===== config.mk =====
export PLATFORM = sky130hd
export DESIGN_NAME = time_set_ctrl_flat
export DESIGN_NICKNAME = d
export VERILOG_FILES = /design/src/rtl/time_set_ctrl_if.sv /design/src/rtl/time_set_ctrl.sv /design/src/flat_wrapper.sv
export SDC_FILE = /design/constraint.sdc
export NUM_CORES = 1
export LEC_CHECK = 0
export ABC_AREA = 1
export CAP_MARGIN = 20
export CORE_ASPECT_RATIO = 1.25
export CORE_MARGIN = 2
export CORE_UTILIZATION = 44
export DETAILED_ROUTE_END_ITERATION = 8
export HOLD_SLACK_MARGIN = 0.1
export PLACE_DENSITY = 0.83
export SETUP_SLACK_MARGIN = 0.2
export SLEW_MARGIN = 10
export SYNTH_ARGS = -nofsm -noshare
export SYNTH_HDL_FRONTEND = slang
export SYNTH_SLANG_ARGS = --single-unit

===== constraint.sdc =====
create_clock -name clk -period 5.25 [get_ports clk]
set_clock_uncertainty 0.15 [all_clocks]
set_input_delay 0.525 -clock clk [delete_from_list [all_inputs] [get_ports clk]]
set_output_delay 0.525 -clock clk [all_outputs]
set_load 0.05 [all_outputs]

===== src/rtl/time_set_ctrl_if.sv =====
// rtl/time_set_ctrl_if.sv - Button, tick, digit-flag and strobe bundle between controller and digit bank
interface time_set_ctrl_if;
    logic       sec_tick;
    logic       btn_mode;
    logic       btn_up;
    logic       min_U_hit9;
    logic       min_T_hit5;
    logic       hr_U_hit9;
    logic       hr_U_hit3;
    logic       hr_U_hit2;
    logic       hr_U_hit1;
    logic       hr_T_hit2;
    logic       hr_T_hit1;
    logic       min_U_inc;
    logic       min_T_inc;
    logic       hr_U_inc;
    logic       hr_T_inc;
    logic       min_T_set;
    logic       hr_U_set;
    logic       hr_T_set;
    logic [3:0] min_T_val;
    logic [3:0] hr_U_val;
    logic [3:0] hr_T_val;
    logic [1:0] mode;
    logic       blink;
    logic       pm;

    modport master (
        input  sec_tick, btn_mode, btn_up,
        input  min_U_hit9, min_T_hit5,
        input  hr_U_hit9, hr_U_hit3, hr_U_hit2, hr_U_hit1, hr_T_hit2, hr_T_hit1,
        output min_U_inc, min_T_inc, hr_U_inc, hr_T_inc,
        output min_T_set, hr_U_set, hr_T_set,
        output min_T_val, hr_U_val, hr_T_val,
        output mode, blink, pm
    );

    modport slave (
        output sec_tick, btn_mode, btn_up,
        output min_U_hit9, min_T_hit5,
        output hr_U_hit9, hr_U_hit3, hr_U_hit2, hr_U_hit1, hr_T_hit2, hr_T_hit1,
        input  min_U_inc, min_T_inc, hr_U_inc, hr_T_inc,
        input  min_T_set, hr_U_set, hr_T_set,
        input  min_T_val, hr_U_val, hr_T_val,
        input  mode, blink, pm
    );
endinterface


===== src/rtl/time_set_ctrl.sv =====
// rtl/time_set_ctrl.sv - Alarm-clock time sequencer: tick counting, carries, wraps and set-mode FSM (optional HOUR12_EN)
module time_set_ctrl #(
    parameter int TICKS_PER_MIN = 60,
    parameter int SEC_W         = 6
) (
    input  logic           clk,
    input  logic           reset,
    time_set_ctrl_if.master bus
);

    typedef enum logic [1:0] {
        RUN     = 2'd0,
        SET_HR  = 2'd1,
        SET_MIN = 2'd2,
        INIT    = 2'd3
    } state_t;

    localparam logic [SEC_W-1:0] LAST_TICK = SEC_W'(TICKS_PER_MIN - 1);

    state_t            state, state_next;
    logic [SEC_W-1:0]  cnt, cnt_next;
    logic              blink, blink_next;
    logic              min_adv;
    logic              min_carry;
    logic              hr_adv;

    always_ff @(posedge clk or posedge reset) begin
        if (reset) begin
            state <= INIT;
            cnt   <= '0;
            blink <= 1'b0;
        end else begin
            state <= state_next;
            cnt   <= cnt_next;
            blink <= blink_next;
        end
    end

    // A mode button always wins over btn_up in the set modes; the RUN-mode
    // minute advance is independent of the button and still fires.
    always_comb begin
        state_next = state;
        cnt_next   = cnt;
        blink_next = blink;
        min_adv    = 1'b0;
        min_carry  = 1'b0;
        case (state)
            INIT: state_next = RUN;
            RUN: begin
                blink_next = 1'b0;
                if (bus.sec_tick) begin
                    if (cnt == LAST_TICK) begin
                        cnt_next  = '0;
                        min_adv   = 1'b1;
                        min_carry = 1'b1;
                    end else begin
                        cnt_next = cnt + 1'b1;
                    end
                end
                if (bus.btn_mode) state_next = SET_HR;
            end
            SET_HR: begin
                if (bus.btn_mode) begin
                    state_next = SET_MIN;
                    blink_next = 1'b0;
                end else if (bus.sec_tick) begin
                    blink_next = ~blink;
                end
            end
            SET_MIN: begin
                if (bus.btn_mode) begin
                    state_next = RUN;
                    blink_next = 1'b0;
                    cnt_next   = '0;
                end else begin
                    if (bus.btn_up)   min_adv    = 1'b1;
                    if (bus.sec_tick) blink_next = ~blink;
                end
            end
            default: state_next = INIT;
        endcase
    end

`ifdef HOUR12_EN
    logic pm_q;
    logic pm_toggle;

    always_ff @(posedge clk or posedge reset) begin
        if (reset) pm_q <= 1'b0;
        else       pm_q <= pm_q ^ pm_toggle;
    end

    assign bus.pm = pm_q;

    logic unused_flags;
    assign unused_flags = ^{bus.hr_T_hit2, bus.hr_U_hit3};
`else
    assign bus.pm = 1'b0;

    logic unused_flags;
    assign unused_flags = ^{bus.hr_U_hit2, bus.hr_U_hit1, bus.hr_T_hit1};
`endif

    always_comb begin
        bus.min_U_inc = 1'b0;
        bus.min_T_inc = 1'b0;
        bus.hr_U_inc  = 1'b0;
        bus.hr_T_inc  = 1'b0;
        bus.min_T_set = 1'b0;
        bus.hr_U_set  = 1'b0;
        bus.hr_T_set  = 1'b0;
        bus.min_T_val = 4'd0;
        bus.hr_U_val  = 4'd0;
        bus.hr_T_val  = 4'd0;
        hr_adv        = (state == SET_HR) && bus.btn_up && !bus.btn_mode;
`ifdef HOUR12_EN
        pm_toggle     = 1'b0;
`endif

        if (min_adv) begin
            bus.min_U_inc = 1'b1;
            if (bus.min_U_hit9) begin
                if (bus.min_T_hit5) begin
                    bus.min_T_set = 1'b1;
                    hr_adv        = hr_adv | min_carry;
                end else begin
                    bus.min_T_inc = 1'b1;
                end
            end
        end

        if (hr_adv) begin
`ifdef HOUR12_EN
            if (bus.hr_T_hit1 && bus.hr_U_hit2) begin
                bus.hr_U_set = 1'b1;
                bus.hr_U_val = 4'd1;
                bus.hr_T_set = 1'b1;
                bus.hr_T_val = 4'd0;
            end else if (bus.hr_T_hit1 && bus.hr_U_hit1) begin
                bus.hr_U_inc = 1'b1;
                pm_toggle    = 1'b1;
            end else begin
                bus.hr_U_inc = 1'b1;
                bus.hr_T_inc = bus.hr_U_hit9;
            end
`else
            if (bus.hr_T_hit2 && bus.hr_U_hit3) begin
                bus.hr_U_set = 1'b1;
                bus.hr_T_set = 1'b1;
            end else begin
                bus.hr_U_inc = 1'b1;
                bus.hr_T_inc = bus.hr_U_hit9;
            end
`endif
        end

`ifdef HOUR12_EN
        // The 12h display powers up reading 12
        if (state == INIT) begin
            bus.hr_U_set = 1'b1;
            bus.hr_U_val = 4'd2;
            bus.hr_T_set = 1'b1;
            bus.hr_T_val = 4'd1;
        end
`endif

        // Strobes must drop the moment reset asserts, not at the next edge
        if (reset) begin
            bus.min_U_inc = 1'b0;
            bus.min_T_inc = 1'b0;
            bus.hr_U_inc  = 1'b0;
            bus.hr_T_inc  = 1'b0;
            bus.min_T_set = 1'b0;
            bus.hr_U_set  = 1'b0;
            bus.hr_T_set  = 1'b0;
            bus.min_T_val = 4'd0;
            bus.hr_U_val  = 4'd0;
            bus.hr_T_val  = 4'd0;
            hr_adv        = 1'b0;
`ifdef HOUR12_EN
            pm_toggle     = 1'b0;
`endif
        end
    end

    assign bus.mode  = (state == INIT) ? 2'd0 : state;
    assign bus.blink = blink;

endmodule


===== src/flat_wrapper.sv =====
// flat-port wrapper written by rule: the top's interface ports become plain ports
module time_set_ctrl_flat 
#(
    parameter int TICKS_PER_MIN = 60,
    parameter int SEC_W         = 6
)
  (clk, reset, bus_sec_tick, bus_btn_mode, bus_btn_up, bus_min_U_hit9, bus_min_T_hit5, bus_hr_U_hit9, bus_hr_U_hit3, bus_hr_U_hit2, bus_hr_U_hit1, bus_hr_T_hit2, bus_hr_T_hit1, bus_min_U_inc, bus_min_T_inc, bus_hr_U_inc, bus_hr_T_inc, bus_min_T_set, bus_hr_U_set, bus_hr_T_set, bus_min_T_val, bus_hr_U_val, bus_hr_T_val, bus_mode, bus_blink, bus_pm);
  time_set_ctrl_if bus_i ();
  input  logic clk;
  input  logic reset;
  input wire logic [$bits(bus_i.sec_tick)-1:0] bus_sec_tick;
  input wire logic [$bits(bus_i.btn_mode)-1:0] bus_btn_mode;
  input wire logic [$bits(bus_i.btn_up)-1:0] bus_btn_up;
  input wire logic [$bits(bus_i.min_U_hit9)-1:0] bus_min_U_hit9;
  input wire logic [$bits(bus_i.min_T_hit5)-1:0] bus_min_T_hit5;
  input wire logic [$bits(bus_i.hr_U_hit9)-1:0] bus_hr_U_hit9;
  input wire logic [$bits(bus_i.hr_U_hit3)-1:0] bus_hr_U_hit3;
  input wire logic [$bits(bus_i.hr_U_hit2)-1:0] bus_hr_U_hit2;
  input wire logic [$bits(bus_i.hr_U_hit1)-1:0] bus_hr_U_hit1;
  input wire logic [$bits(bus_i.hr_T_hit2)-1:0] bus_hr_T_hit2;
  input wire logic [$bits(bus_i.hr_T_hit1)-1:0] bus_hr_T_hit1;
  output wire logic [$bits(bus_i.min_U_inc)-1:0] bus_min_U_inc;
  output wire logic [$bits(bus_i.min_T_inc)-1:0] bus_min_T_inc;
  output wire logic [$bits(bus_i.hr_U_inc)-1:0] bus_hr_U_inc;
  output wire logic [$bits(bus_i.hr_T_inc)-1:0] bus_hr_T_inc;
  output wire logic [$bits(bus_i.min_T_set)-1:0] bus_min_T_set;
  output wire logic [$bits(bus_i.hr_U_set)-1:0] bus_hr_U_set;
  output wire logic [$bits(bus_i.hr_T_set)-1:0] bus_hr_T_set;
  output wire logic [$bits(bus_i.min_T_val)-1:0] bus_min_T_val;
  output wire logic [$bits(bus_i.hr_U_val)-1:0] bus_hr_U_val;
  output wire logic [$bits(bus_i.hr_T_val)-1:0] bus_hr_T_val;
  output wire logic [$bits(bus_i.mode)-1:0] bus_mode;
  output wire logic [$bits(bus_i.blink)-1:0] bus_blink;
  output wire logic [$bits(bus_i.pm)-1:0] bus_pm;
  assign bus_i.sec_tick = bus_sec_tick;
  assign bus_i.btn_mode = bus_btn_mode;
  assign bus_i.btn_up = bus_btn_up;
  assign bus_i.min_U_hit9 = bus_min_U_hit9;
  assign bus_i.min_T_hit5 = bus_min_T_hit5;
  assign bus_i.hr_U_hit9 = bus_hr_U_hit9;
  assign bus_i.hr_U_hit3 = bus_hr_U_hit3;
  assign bus_i.hr_U_hit2 = bus_hr_U_hit2;
  assign bus_i.hr_U_hit1 = bus_hr_U_hit1;
  assign bus_i.hr_T_hit2 = bus_hr_T_hit2;
  assign bus_i.hr_T_hit1 = bus_hr_T_hit1;
  assign bus_min_U_inc = bus_i.min_U_inc;
  assign bus_min_T_inc = bus_i.min_T_inc;
  assign bus_hr_U_inc = bus_i.hr_U_inc;
  assign bus_hr_T_inc = bus_i.hr_T_inc;
  assign bus_min_T_set = bus_i.min_T_set;
  assign bus_hr_U_set = bus_i.hr_U_set;
  assign bus_hr_T_set = bus_i.hr_T_set;
  assign bus_min_T_val = bus_i.min_T_val;
  assign bus_hr_U_val = bus_i.hr_U_val;
  assign bus_hr_T_val = bus_i.hr_T_val;
  assign bus_mode = bus_i.mode;
  assign bus_blink = bus_i.blink;
  assign bus_pm = bus_i.pm;
  time_set_ctrl #(.TICKS_PER_MIN(TICKS_PER_MIN), .SEC_W(SEC_W)) u_core (.clk(clk), .reset(reset), .bus(bus_i));
endmodule

==> flow_metrics.env <==
export IMPL_setup_tns_final_ps=0
export IMPL_yosysMostFrequentCell="nand2_1"
export IMPL_path_class="flop to output pin"
export IMPL_fin_util=0.562
export IMPL_regArea_um2=228
export IMPL_outcome="complete, no violations"
export IMPL_overflow=0
export IMPL_dr_pass1_iters=4
export IMPL_hold_buffers=0
export IMPL_synth_simple_gate_area_share=0.318
export IMPL_cp_arrival_ps=2490
export IMPL_synth_mux_area_frac=0
export IMPL_dp_hpwl_mm=1.27
export IMPL_grt_pass1_wl_mm=2.68
export IMPL_setup_ws_ps=2090
export IMPL_hold_violations=0
export IMPL_yosysWarnings=0
export IMPL_rsz0062_at_grt="no"
export IMPL_endpoint_kind="output pin"
export IMPL_slew_headroom=0.663
export IMPL_cts_resized=0
export IMPL_grt_pass1_vias=654
export IMPL_place_gp_congestion=0.812
export IMPL_dpl_worst_slack_ps=2150
export IMPL_peakVddDrop_v=0.000272
export IMPL_die_area_um2=2230
export IMPL_reg2reg_depth=6
export IMPL_hold_depth=2
export IMPL_drc=0
export IMPL_drt_wirelength_per_cell_um=9.76
export IMPL_r2r_end="u_core.cnt[3]$_DFFE_PP0P_"
export IMPL_fp_dieW_um=42.6
export IMPL_synth_area_leader_cell="dfrtp_1"
export IMPL_area_delta_synth_final_pct=21.1
export IMPL_ios=36
export IMPL_hold_start="u_core.cnt[1]$_DFFE_PP0P_"
export IMPL_routed_wl_mm=1.54
export IMPL_layout_drive_gt1_share=0.108
export IMPL_nets=160
export IMPL_synth_common_cells="nand2_1, buf_4, nor2_1, inv_1"
export IMPL_reg2reg_from="u_core.state[0]$_DFFE_PP1P_"
export IMPL_first_iter_violations=9
export IMPL_tightest_slew_ps=504
export IMPL_fp_dieH_um=52.3
export IMPL_yosys_most_used_dff="dfrtp_1"
export IMPL_start_util=0.464
export IMPL_cts_setup_buffers=0
export IMPL_min_to="u_core.cnt[1]$_DFFE_PP0P_"
export IMPL_crit_path_start_kind="flop"
export IMPL_ant_nets=0
export IMPL_synthesis_area_um2=820
export IMPL_max_freq_mhz=316
export IMPL_synth_compound_area_frac=0.0672
export IMPL_synth_area_top_cells="dfrtp_1, nand2_1, buf_4"
export IMPL_cts_buffer_depth=2
export IMPL_viasPerCell=4.55
export IMPL_synth_fa_ha_area_frac=0.107
export IMPL_period_needed_ps=3160
export IMPL_multi_input_area_um2=460
export IMPL_core_area_um2=1770
export IMPL_setup_viol=0
export IMPL_power_density_nw_per_um2=428
export IMPL_cts_buffers=3
export IMPL_synthXorXnorAreaFrac=0.0107
export IMPL_root_buffer="clkbuf_4"
export IMPL_synth_top_family_by_area="simple AND/OR/NAND/NOR gates"
export IMPL_num_rows=17
export IMPL_route_vias_total=719
export IMPL_cts_reportedPaths_clkPinSlew_ps=70
export IMPL_insertedDiodeCount=0
export IMPL_synth_top_area_frac=0.214
export IMPL_async_flop_share=1.00
export IMPL_clock_sinks=9
export IMPL_cts_tree="built"
export IMPL_fill_cells=172
export IMPL_dp_cells=154
export IMPL_required_ps=4580
export IMPL_htreeDepth=1
export IMPL_crit_path_max_fanout=5
export IMPL_fin_crit_sh=0.602
export IMPL_grt_max_degree=12
export IMPL_ys_seq_area_frac=0.278
export IMPL_maxSlewViolCount=0
export IMPL_synth_seq_cells=9
export IMPL_hold_class="flop to flop"
export IMPL_synth_edff_count=0
export IMPL_antenna_found_initial=0
export IMPL_instances_no_fill=158
export IMPL_synth_cells=119
export IMPL_track_usage=0.155
export IMPL_drv_cap=0
export IMPL_clk_latency_ps=250
export IMPL_avgSynthCellArea_um2=6.89
export IMPL_yosysUniqueCellTypes=20
export IMPL_port_buffers=19
export IMPL_r2r_slack_ps=3490
export IMPL_cellLeakagePower_uw=0.000532
## layout by cell type (no fill, tap or decap)
cell type	instances
inv_1	14
conb_1	13
o21ai_1	2
o21ai_0	1
inv_2	3
xor2_1	1
nand4_1	3
dfrtp_1	7
clkbuf_1	1
nand2_2	3
nand2_1	31
ha_1	7
nor2_1	15
clkbuf_4	3
clkdlybuf4s50_1	19
dfstp_2	2
nand3b_1	1
a21oi_1	3
a21oi_2	1
nand3_1	6
o21ai_4	1
nor2_2	2
## kinds of logic after synthesis
kind of cell	Yosys count
adder cells (fa/ha/maj)	7
buffers and inverters	32
AND/OR/NAND/NOR	61
flip-flops	9
AO/OA/AOI/OAI	8
other	1
XOR/XNOR	1
## worst max-delay path, cell delays in order, from the launching register on
cell and delay, ps:
dfstp_2 380, inv_1 140, ha_1 270, nand2_2 130, inv_2 70, nand4_1 80, nand2_1 90, nand2_1 70
nor2_1 160, clkdlybuf4s50_1 840
## cell type report
cell class | instances | area share
Timing Repair Buffer | 19 | 0.192
Inverter | 17 | 0.0643
Multi-Input combinational cell | 90 | 0.464
Sequential cell | 9 | 0.230
Tap cell | 19 | 0.0240
Clock buffer | 4 | 0.0265
## flip-flops by register name, indices dropped and copies added (netlist names)
signal,cells
u_core.state,2
u_core.bus.blink,1
u_core.cnt,6
## worst max-delay path by stage
stage | end | slack (ps) | depth (start not counted) | start
2_1_floorplan | bus_hr_U_set | 2450 | 9 | u_core.state[1]$_DFFE_PP1P_
3_3_place_gp | bus_hr_U_set | 2180 | 8 | bus_sec_tick
3_5_place_dp | bus_hr_T_set | 2150 | 8 | bus_sec_tick
4_1_cts | bus_hr_T_set | 2070 | 9 | u_core.state[1]$_DFFE_PP1P_
5_1_grt | bus_hr_T_set | 1920 | 9 | u_core.state[1]$_DFFE_PP1P_
6_report | bus_hr_T_set | 2090 | 9 | u_core.state[1]$_DFFE_PP1P_
## power by group
part	switching (uW)	internal [uW]	leakage, uW	total (uW)
clock network	24.6	29.2	0.0000150	53.8
logic	172	80.6	0.000402	252
registers	21.0	97.8	0.000116	119
total	217	208	0.000532	425
## layer usage
metal  vias up  routed length [um]  global-route usage
li1        377                   -                   -
met2        12                 868               0.308
met5         -                   0                   0
met4         0                   6              0.0469
met3         2                  46              0.0241
met1       328                 622               0.166
## stage by stage
stage	power, uW	instance area, um^2	hold WS, ps
floorplan	327	865	218
global placement	365	966	345
detailed placement	371	966	344
CTS	429	992	361
global route	466	992	389
finish	425	992	357
Power figures use the tool's default switching activity.
